$ cat config.mk
export PLATFORM = sky130hd
export DESIGN_NAME = rr_arb4
export DESIGN_NICKNAME = d
export VERILOG_FILES = /design/src/rtl/rr_arb4.sv
export SDC_FILE = /design/constraint.sdc
export NUM_CORES = 1
export LEC_CHECK = 0
export ABC_AREA = 1
export CAP_MARGIN = 20
export CORE_MARGIN = 8
export CORE_UTILIZATION = 30
export CTS_CLUSTER_SIZE = 10
export DETAILED_ROUTE_END_ITERATION = 16
export MAX_ROUTING_LAYER = met4
export PLACE_DENSITY_LB_ADDON = 0.05
export SLEW_MARGIN = 25
export SYNTH_ARGS = -nofsm -noshare
export SYNTH_HDL_FRONTEND = slang
export SYNTH_SLANG_ARGS = --single-unit
$ cat constraint.sdc
create_clock -name clk -period 1.45 [get_ports clk]
set_input_delay 0.3625 -clock clk [delete_from_list [all_inputs] [get_ports clk]]
set_output_delay 0.3625 -clock clk [all_outputs]
set_load 0.02 [all_outputs]
$ cat src/rtl/rr_arb4.sv
// Four-requester round-robin arbiter producing the index/enable pair for a 2-to-4 grant decoder.
// Owns rotation, grant hold, hold timeout and the mandatory idle gap between grants.
module rr_arb4 #(
   parameter int unsigned HOLD_MAX = 16
) (
   input  logic       clk,
   input  logic       rst_n,
   input  logic [3:0] req,
   output logic [1:0] gnt_idx,
   output logic       gnt_en,
   output logic       timeout,
   output logic       busy
);

   localparam int unsigned N_REQ = 4;
   localparam int unsigned IDX_W = 2;
   localparam int unsigned CNT_W = 8;
   localparam logic [CNT_W-1:0] HOLD_LAST = CNT_W'(HOLD_MAX - 1);

   typedef enum logic {
      IDLE  = 1'b0,
      GRANT = 1'b1
   } state_t;

   state_t             state;
   logic [IDX_W-1:0]   last;
   logic [CNT_W-1:0]   hold_cnt;
   logic [IDX_W-1:0]   pick_c;
   logic               any_c;
   logic [IDX_W-1:0]   cand_c;

   // Rotating priority search last+1 .. last+4; iterating downwards lets the nearest hit win.
   always_comb begin
      pick_c = last;
      any_c  = 1'b0;
      cand_c = last;
      for (int k = N_REQ; k >= 1; k--) begin
         cand_c = IDX_W'(last + IDX_W'(k));
         if (req[cand_c]) begin
            pick_c = cand_c;
            any_c  = 1'b1;
         end
      end
   end

   always_ff @(posedge clk or negedge rst_n) begin
      if (!rst_n) begin
         state    <= IDLE;
         last     <= IDX_W'(N_REQ - 1);
         hold_cnt <= '0;
         gnt_idx  <= '0;
         gnt_en   <= 1'b0;
         timeout  <= 1'b0;
      end else begin
         timeout <= 1'b0;
         case (state)
            IDLE: begin
               if (any_c) begin
                  gnt_idx  <= pick_c;
                  gnt_en   <= 1'b1;
                  hold_cnt <= '0;
                  state    <= GRANT;
               end
            end
            GRANT: begin
               // A dropped request wins over the hold limit, so no timeout is flagged then.
               if (!req[gnt_idx]) begin
                  gnt_en <= 1'b0;
                  last   <= gnt_idx;
                  state  <= IDLE;
               end else if (hold_cnt == HOLD_LAST) begin
                  gnt_en  <= 1'b0;
                  last    <= gnt_idx;
                  timeout <= 1'b1;
                  state   <= IDLE;
               end else begin
                  hold_cnt <= hold_cnt + CNT_W'(1);
               end
            end
         endcase
      end
   end

   assign busy = gnt_en;

endmodule
==> results.json <==
{
  "drv_slew": 0,
  "p_seq_share_pct": 25.4,
  "max_cap_violations": 0,
  "track_usage_pct": 10.1,
  "slew_headroom_pct": 81.3,
  "irDropWorstVdd_mv": 0.848,
  "die_h_um": 73.2,
  "p_clk_share_pct": 9.1,
  "root_buffer": "clkbuf_4",
  "start_util_pct": 31.9,
  "p_int_mw": 1.36,
  "combPwrFrac_pct": 65.4,
  "setup_violations": 0,
  "synth-seq-cells": 15,
  "switching_share_pct": 49.4,
  "worstSetupPathType": "register to register",
  "setup_tns_ns": 0,
  "cts_buffers": 3,
  "dieArea_um2": 5360,
  "rsz0062_at_grt": "true",
  "fin_crit_sh_pct": 96.2,
  "worstPathArrival_ns": 1.58,
  "tightestPinTransition_ns": 0.280,
  "powerDensity_nw_per_um2": 1930,
  "htreeDepth": 1,
  "path_common_cell": "nand3_4",
  "mostFrequentLayoutCells": "nand2_1, nand2_2, dfrtp_1, buf_4, nand3_1",
  "worstSkewPairLatency_ns": 0.29,
  "overflow": 0,
  "rrSetupSlack_ns": 0.05,
  "syn_nets": 142,
  "grt_max_degree": 16,
  "via_count": 957,
  "core-area_um2": 3080,
  "end_kind": "register",
  "synth_warnings": 0,
  "syn_avg_cell_area_um2": 7.28,
  "netlist_area_um2": 982,
  "power_leakage_nw": 0.670,
  "area_growth_pct": 41.8,
  "hpwl_um": 1720,
  "yosysUniqueCellTypes": 25,
  "hold_viol_final": 0,
  "grt_pass1_vias": 927,
  "nets": 171,
  "port_buffers": 10,
  "grt_antenna_before_repair": 0,
  "io_pins": 11,
  "drive_gt1_share_pct": 42.3,
  "fin_crit_ns": 1.40,
  "slowest_delay_ns": 0.39,
  "wl_per_cell_um": 12.2,
  "cts_tree": "built",
  "grt_pass1_wl_um": 4180,
  "fin_area_um2": 1390,
  "dpl.cell_count": 194,
  "final_common_cell": "nand2_1",
  "cp-start-kind": "register",
  "core.rowCount": 20,
  "slowest_stage": "dfrtp_1",
  "fin_skew_ns": 0.00891,
  "cp.required_ns": 1.64,
  "cts_max_path_buffers": 2,
  "wl_um": 2520,
  "gp_congestion": 0.805,
  "hp-class": "input port to asynchronous set/reset pin",
  "seq_area_frac_synth_pct": 38.5,
  "p_sw_mw": 1.33,
  "drtPass1Iterations": 4,
  "max_freq_mhz": 717,
  "die_w_um": 73.2,
  "nFillCells": 307,
  "syn_inst": 135,
  "drtIter0Drc": 18,
  "via_per_inst": 4.62,
  "placed_cell_area_um2": 1170,
  "status": "finished, final reports clean",
  "ctsHoldBuffers": 0,
  "cts.clk_slew.worst_paths_ns": 0.10,
  "antenna_cells": 0,
  "cp_cell_sequence": "ha_2 > nand2_2 > nor2_4 > nand3_4 > nand3_4 > nand2_8 > nand3_2 > nand2_1",
  "critPathMaxFanout": 6,
  "fin_cells": 207,
  "drc": 0,
  "antenna_left": 0,
  "clkSinkCount": 15
}
[final cells by class]
cell class | instances | area, um2 | area share [%]
clock buffers | 4 | 26.3 | 1.89
inverters | 14 | 55.1 | 3.95
multi-input cells | 106 | 676 | 48.5
flip-flops and latches | 15 | 378 | 27.1
well taps | 44 | 55.1 | 3.95
repair buffers | 24 | 203 | 14.6
[power groups by stage]
stage | registers [mW] | clock network, mW | logic (mW)
6_report | 0.682 | 0.246 | 1.76
5_1_grt | 0.699 | 0.270 | 1.98
4_1_cts | 0.686 | 0.256 | 1.26
3_5_place_dp | 0.697 | 0 | 1.29
3_3_place_gp | 0.699 | 0 | 1.28
2_1_floorplan | 0.715 | 0 | 0.884
[critical path: cells and delay by family (launching register included)]
| family | cells | cell delay (ns) |
|---|---|---|
| fa+ha+maj | 1 | 0.20 |
| flops | 1 | 0.39 |
| simple gates | 7 | 0.71 |
[sequential cells by signal (all words and copies together) (netlist names)]
name,count
timeout,1
busy,1
gnt_idx,2
last,2
hold_cnt,8
state,1
[cells by family after synthesis]
family,Yosys count,synth area share (%)
buffers and inverters,17,8.66
DFF,15,38.5
and+or+nand+nor,88,42.0
AOI/OAI and AO/OA,10,5.99
adders and majority gates,1,1.27
xor gates and xnor gates,4,3.57
[metrics by stage]
step	utilization, %	hold slack (ns)	power [mW]	setup WS (ns)
floorplan	-	0.0669	1.60	0.147
global placement	37.9	0.512	1.98	-0.230
detailed placement	37.9	0.492	1.98	-0.236
CTS	38.6	0.394	2.20	0.00142
global route	45.2	0.412	2.95	-0.0448
finish	45.2	0.385	2.69	0.0546
[Yosys cell counts, drive strengths merged]
| cell type | n | area (um2) |
|---|---|---|
| dfrtp | 13 | 325 |
| nand2 | 55 | 226 |
| buf | 3 | 30.0 |
| xor2 | 3 | 26.3 |
| dfstp | 2 | 52.6 |
| nor3b | 2 | 15.0 |
| o211ai | 2 | 15.0 |
| nor2 | 12 | 57.6 |
| ha | 1 | 12.5 |
| xnor2 | 1 | 8.76 |
| o21ai | 7 | 38.8 |
| a21oi | 1 | 5.00 |
| nand3 | 18 | 108 |
| inv | 14 | 55.1 |
| nand4 | 1 | 6.26 |
[worst paths after layout]
path                       cells past startpoint           to   startpoint
hold / removal                                 2  hold_cnt[7]        rst_n
setup / recovery                               8  hold_cnt[5]  hold_cnt[1]
setup reg to reg                               8  hold_cnt[5]  hold_cnt[1]
max in group asynchronous                      2      last[1]        rst_n
hold reg to reg                                2         busy         busy
min in group clk                               2         busy         busy
[metal layers]
metal	routed length, um	global-route usage, %
met1	1230	12.3
met2	1180	15.6
met3	89	2.75
met4	17	3.33
met5	0	-
[what timing repair did]
item	4_1_cts	5_1_grt
gates cloned	0	3
pin swaps	1	18
setup endpoints to repair	6	13
gates resized for setup	5	39
setup buffers	0	6
No activity file was read; power rests on OpenSTA's default activity.
==> patch: new RTL, same flow settings <==
`CNT_W`: 8 -> 6.
--- a/src/rtl/rr_arb4.sv
+++ b/src/rtl/rr_arb4.sv
@@ -14,7 +14,7 @@
 
    localparam int unsigned N_REQ = 4;
    localparam int unsigned IDX_W = 2;
-   localparam int unsigned CNT_W = 8;
+   localparam int unsigned CNT_W = 6;
    localparam logic [CNT_W-1:0] HOLD_LAST = CNT_W'(HOLD_MAX - 1);
 
    typedef enum logic {
Function: no difference found for any inputs over 10 cycles, from zero or initial values and one cycle with rst_n low; that may be too few to reach the edited logic, so the function may still have changed.
==> patch against the unedited design <==
- the run now ends with negative setup slack left
- highest routed layer unchanged
- synthesized area is 13% lower
- global-route usage is 0.72 points lower
- critical path type unchanged
- cell area shrank 14%
- worst setup slack lost 0.12 ns
- wire length is 18% lower
- maximum frequency decreased by 8.1%
- cell count down 12%
- first-iteration DRC count up 130%
- sequential cell count shrank 2
- hold slack worse by 0.076 ns
- power fell by 7.1%
- clock skew grew 0.0019 ns
==> patch: results (changes against the unedited design) <==
{| class="wikitable"
! Metric !! Value
|-
| Run status || finished, violations left
|-
| Violations in the final reports || negative setup slack
|-
| Filler Cell Count || 306 (-0.33%)
|-
| Fin Clk Skew || 0.01083 ns (+0.001925 ns)
|-
| Clock edge transition at the registers on the reported setup and hold paths || 0.08 ns (-0.02 ns)
|-
| Vias in the first global route || 825 (-11%)
|-
| Worst setup path startpoint || last[0]
|-
| Slew of the pin with the lowest slew margin || 0.2574 ns (-0.02258 ns)
|-
| Biggest regs || hold_cnt x6, gnt_idx x2, last x2
|-
| Final WL || 2069 um (-18%)
|-
| Worst hold-check path type || input pin to asynchronous set/reset pin
|-
| Total number of vias || 814 (-15%)
|-
| Net count after synthesis || 128 (-9.9%)
|-
| Crit Path Max Fanout || 7 (+1)
|-
| Peak supply drop || 988.8 uV (+17%)
|-
| Final worst hold slack || 0.3088 ns (-0.07599 ns)
|-
| Net total in the final layout || 160 (-6.4%)
|-
| Final RePlAce weighted congestion || 0.7355 (-8.6%)
|-
| Number of setup violations in the final report || 9 (+9)
|-
| Share of final-layout standard cells stronger than drive strength 1 || 0.3026 (-0.1207)
|-
| Worst setup slack after layout || -0.06755 ns (-0.1222 ns)
|-
| Leakage power total || 0.6380 nW (-4.8%)
|-
| Register area share after synthesis || 0.3819 (-0.002789)
|-
| Gr usage total || 0.09334 (-0.007242)
|-
| Half-perimeter wire length of the detailed placement result || 1655 um (-3.7%)
|-
| Number of DRC markers after the initial detailed-route iteration || 41 (+23)
|-
| First-pass GRT wire length || 3650 um (-13%)
|-
| Ranking of synthesized cells by instance count || sky130_fd_sc_hd__nand2_1, sky130_fd_sc_hd__nand3_1, sky130_fd_sc_hd__inv_1
|-
| Placed inst area || 1126 um^2 (-3.5%)
|-
| Netlist cell types || 22 (-12%)
|-
| Pin count of the biggest net entering global routing || 9 (-7)
|}
[patch: changes by cell type after synthesis, moves of 2 or more]
cell / delta
sky130_fd_sc_hd__inv_1: +3
sky130_fd_sc_hd__inv_2: -2
sky130_fd_sc_hd__o21ai_1: -6
sky130_fd_sc_hd__nor2_2: -2
sky130_fd_sc_hd__dfrtp_1: -2
sky130_fd_sc_hd__o211ai_1: -2
sky130_fd_sc_hd__o21ai_0: +4
sky130_fd_sc_hd__nand2_1: -3
sky130_fd_sc_hd__nor3b_1: -2
[patch: cell families after synthesis]
kind of cell / count (synthesis) / share of synthesized area
fa+ha+maj: 1 / 0.01457
compound gates: 9 / 0.07727
xor+xnor: 4 / 0.04082
flops: 13 / 0.3819
buf+inv: 16 / 0.08309
simple gates: 78 / 0.4023
[patch: layer usage]
layer,wire (um),track usage,vias up
met2,1002,0.1496,5
met3,44,0.02289,2
met1,1003,0.1051,368
li1,-,-,439
met5,0,-,-
met4,20,0.04784,0
[patch: worst paths after layout]
path                                to  cells past startpoint
max                               busy                      7
min                            timeout                      1
max reg2reg                       busy                      7
min reg2reg                       busy                      1
max in group asynchronous  hold_cnt[5]                      2
min in group clk                  busy                      1
[patch: area by class of cell]
cell class,count,area (um^2),share of cell area
tap,31,38.79,0.03233
inverter,14,52.55,0.04380
timing repair buffer,29,256.5,0.2138
multi-input combinational,92,498.0,0.4150
clock buffer,4,26.28,0.02190
sequential,13,327.8,0.2732
[patch: power breakdown]
part	total (mW)	switching, mW	internal, mW
combinational	1.62	0.893	0.730
clock	0.222	0.115	0.107
sequential	0.651	0.137	0.514
total	2.50	1.14	1.35
[patch: worst max-delay path: stages (launching register included)]
cell and delay (ns):
sky130_fd_sc_hd__dfstp_2 0.59, sky130_fd_sc_hd__buf_12 0.13, sky130_fd_sc_hd__nand2_4 0.05, sky130_fd_sc_hd__nand2_2 0.07
sky130_fd_sc_hd__nand3_2 0.08, sky130_fd_sc_hd__o21ai_4 0.24, sky130_fd_sc_hd__inv_2 0.09, sky130_fd_sc_hd__o21a_1 0.17
[patch: repair_timing]
action                                  CTS  global route
setup buffers                             0             1
pin swaps                                 4             9
endpoints found under the setup margin   14            12
resized for setup                         8            12
[patch: through the flow]
| step | cells | setup slack (ns) |
|---|---|---|
| after floorplan | 121 | 0.01901 |
| after global placement | 178 | -0.2906 |
| after detailed placement | 178 | -0.3017 |
| after CTS | 182 | -0.04484 |
| after global routing | 183 | -0.1731 |
| final | 183 | -0.06755 |
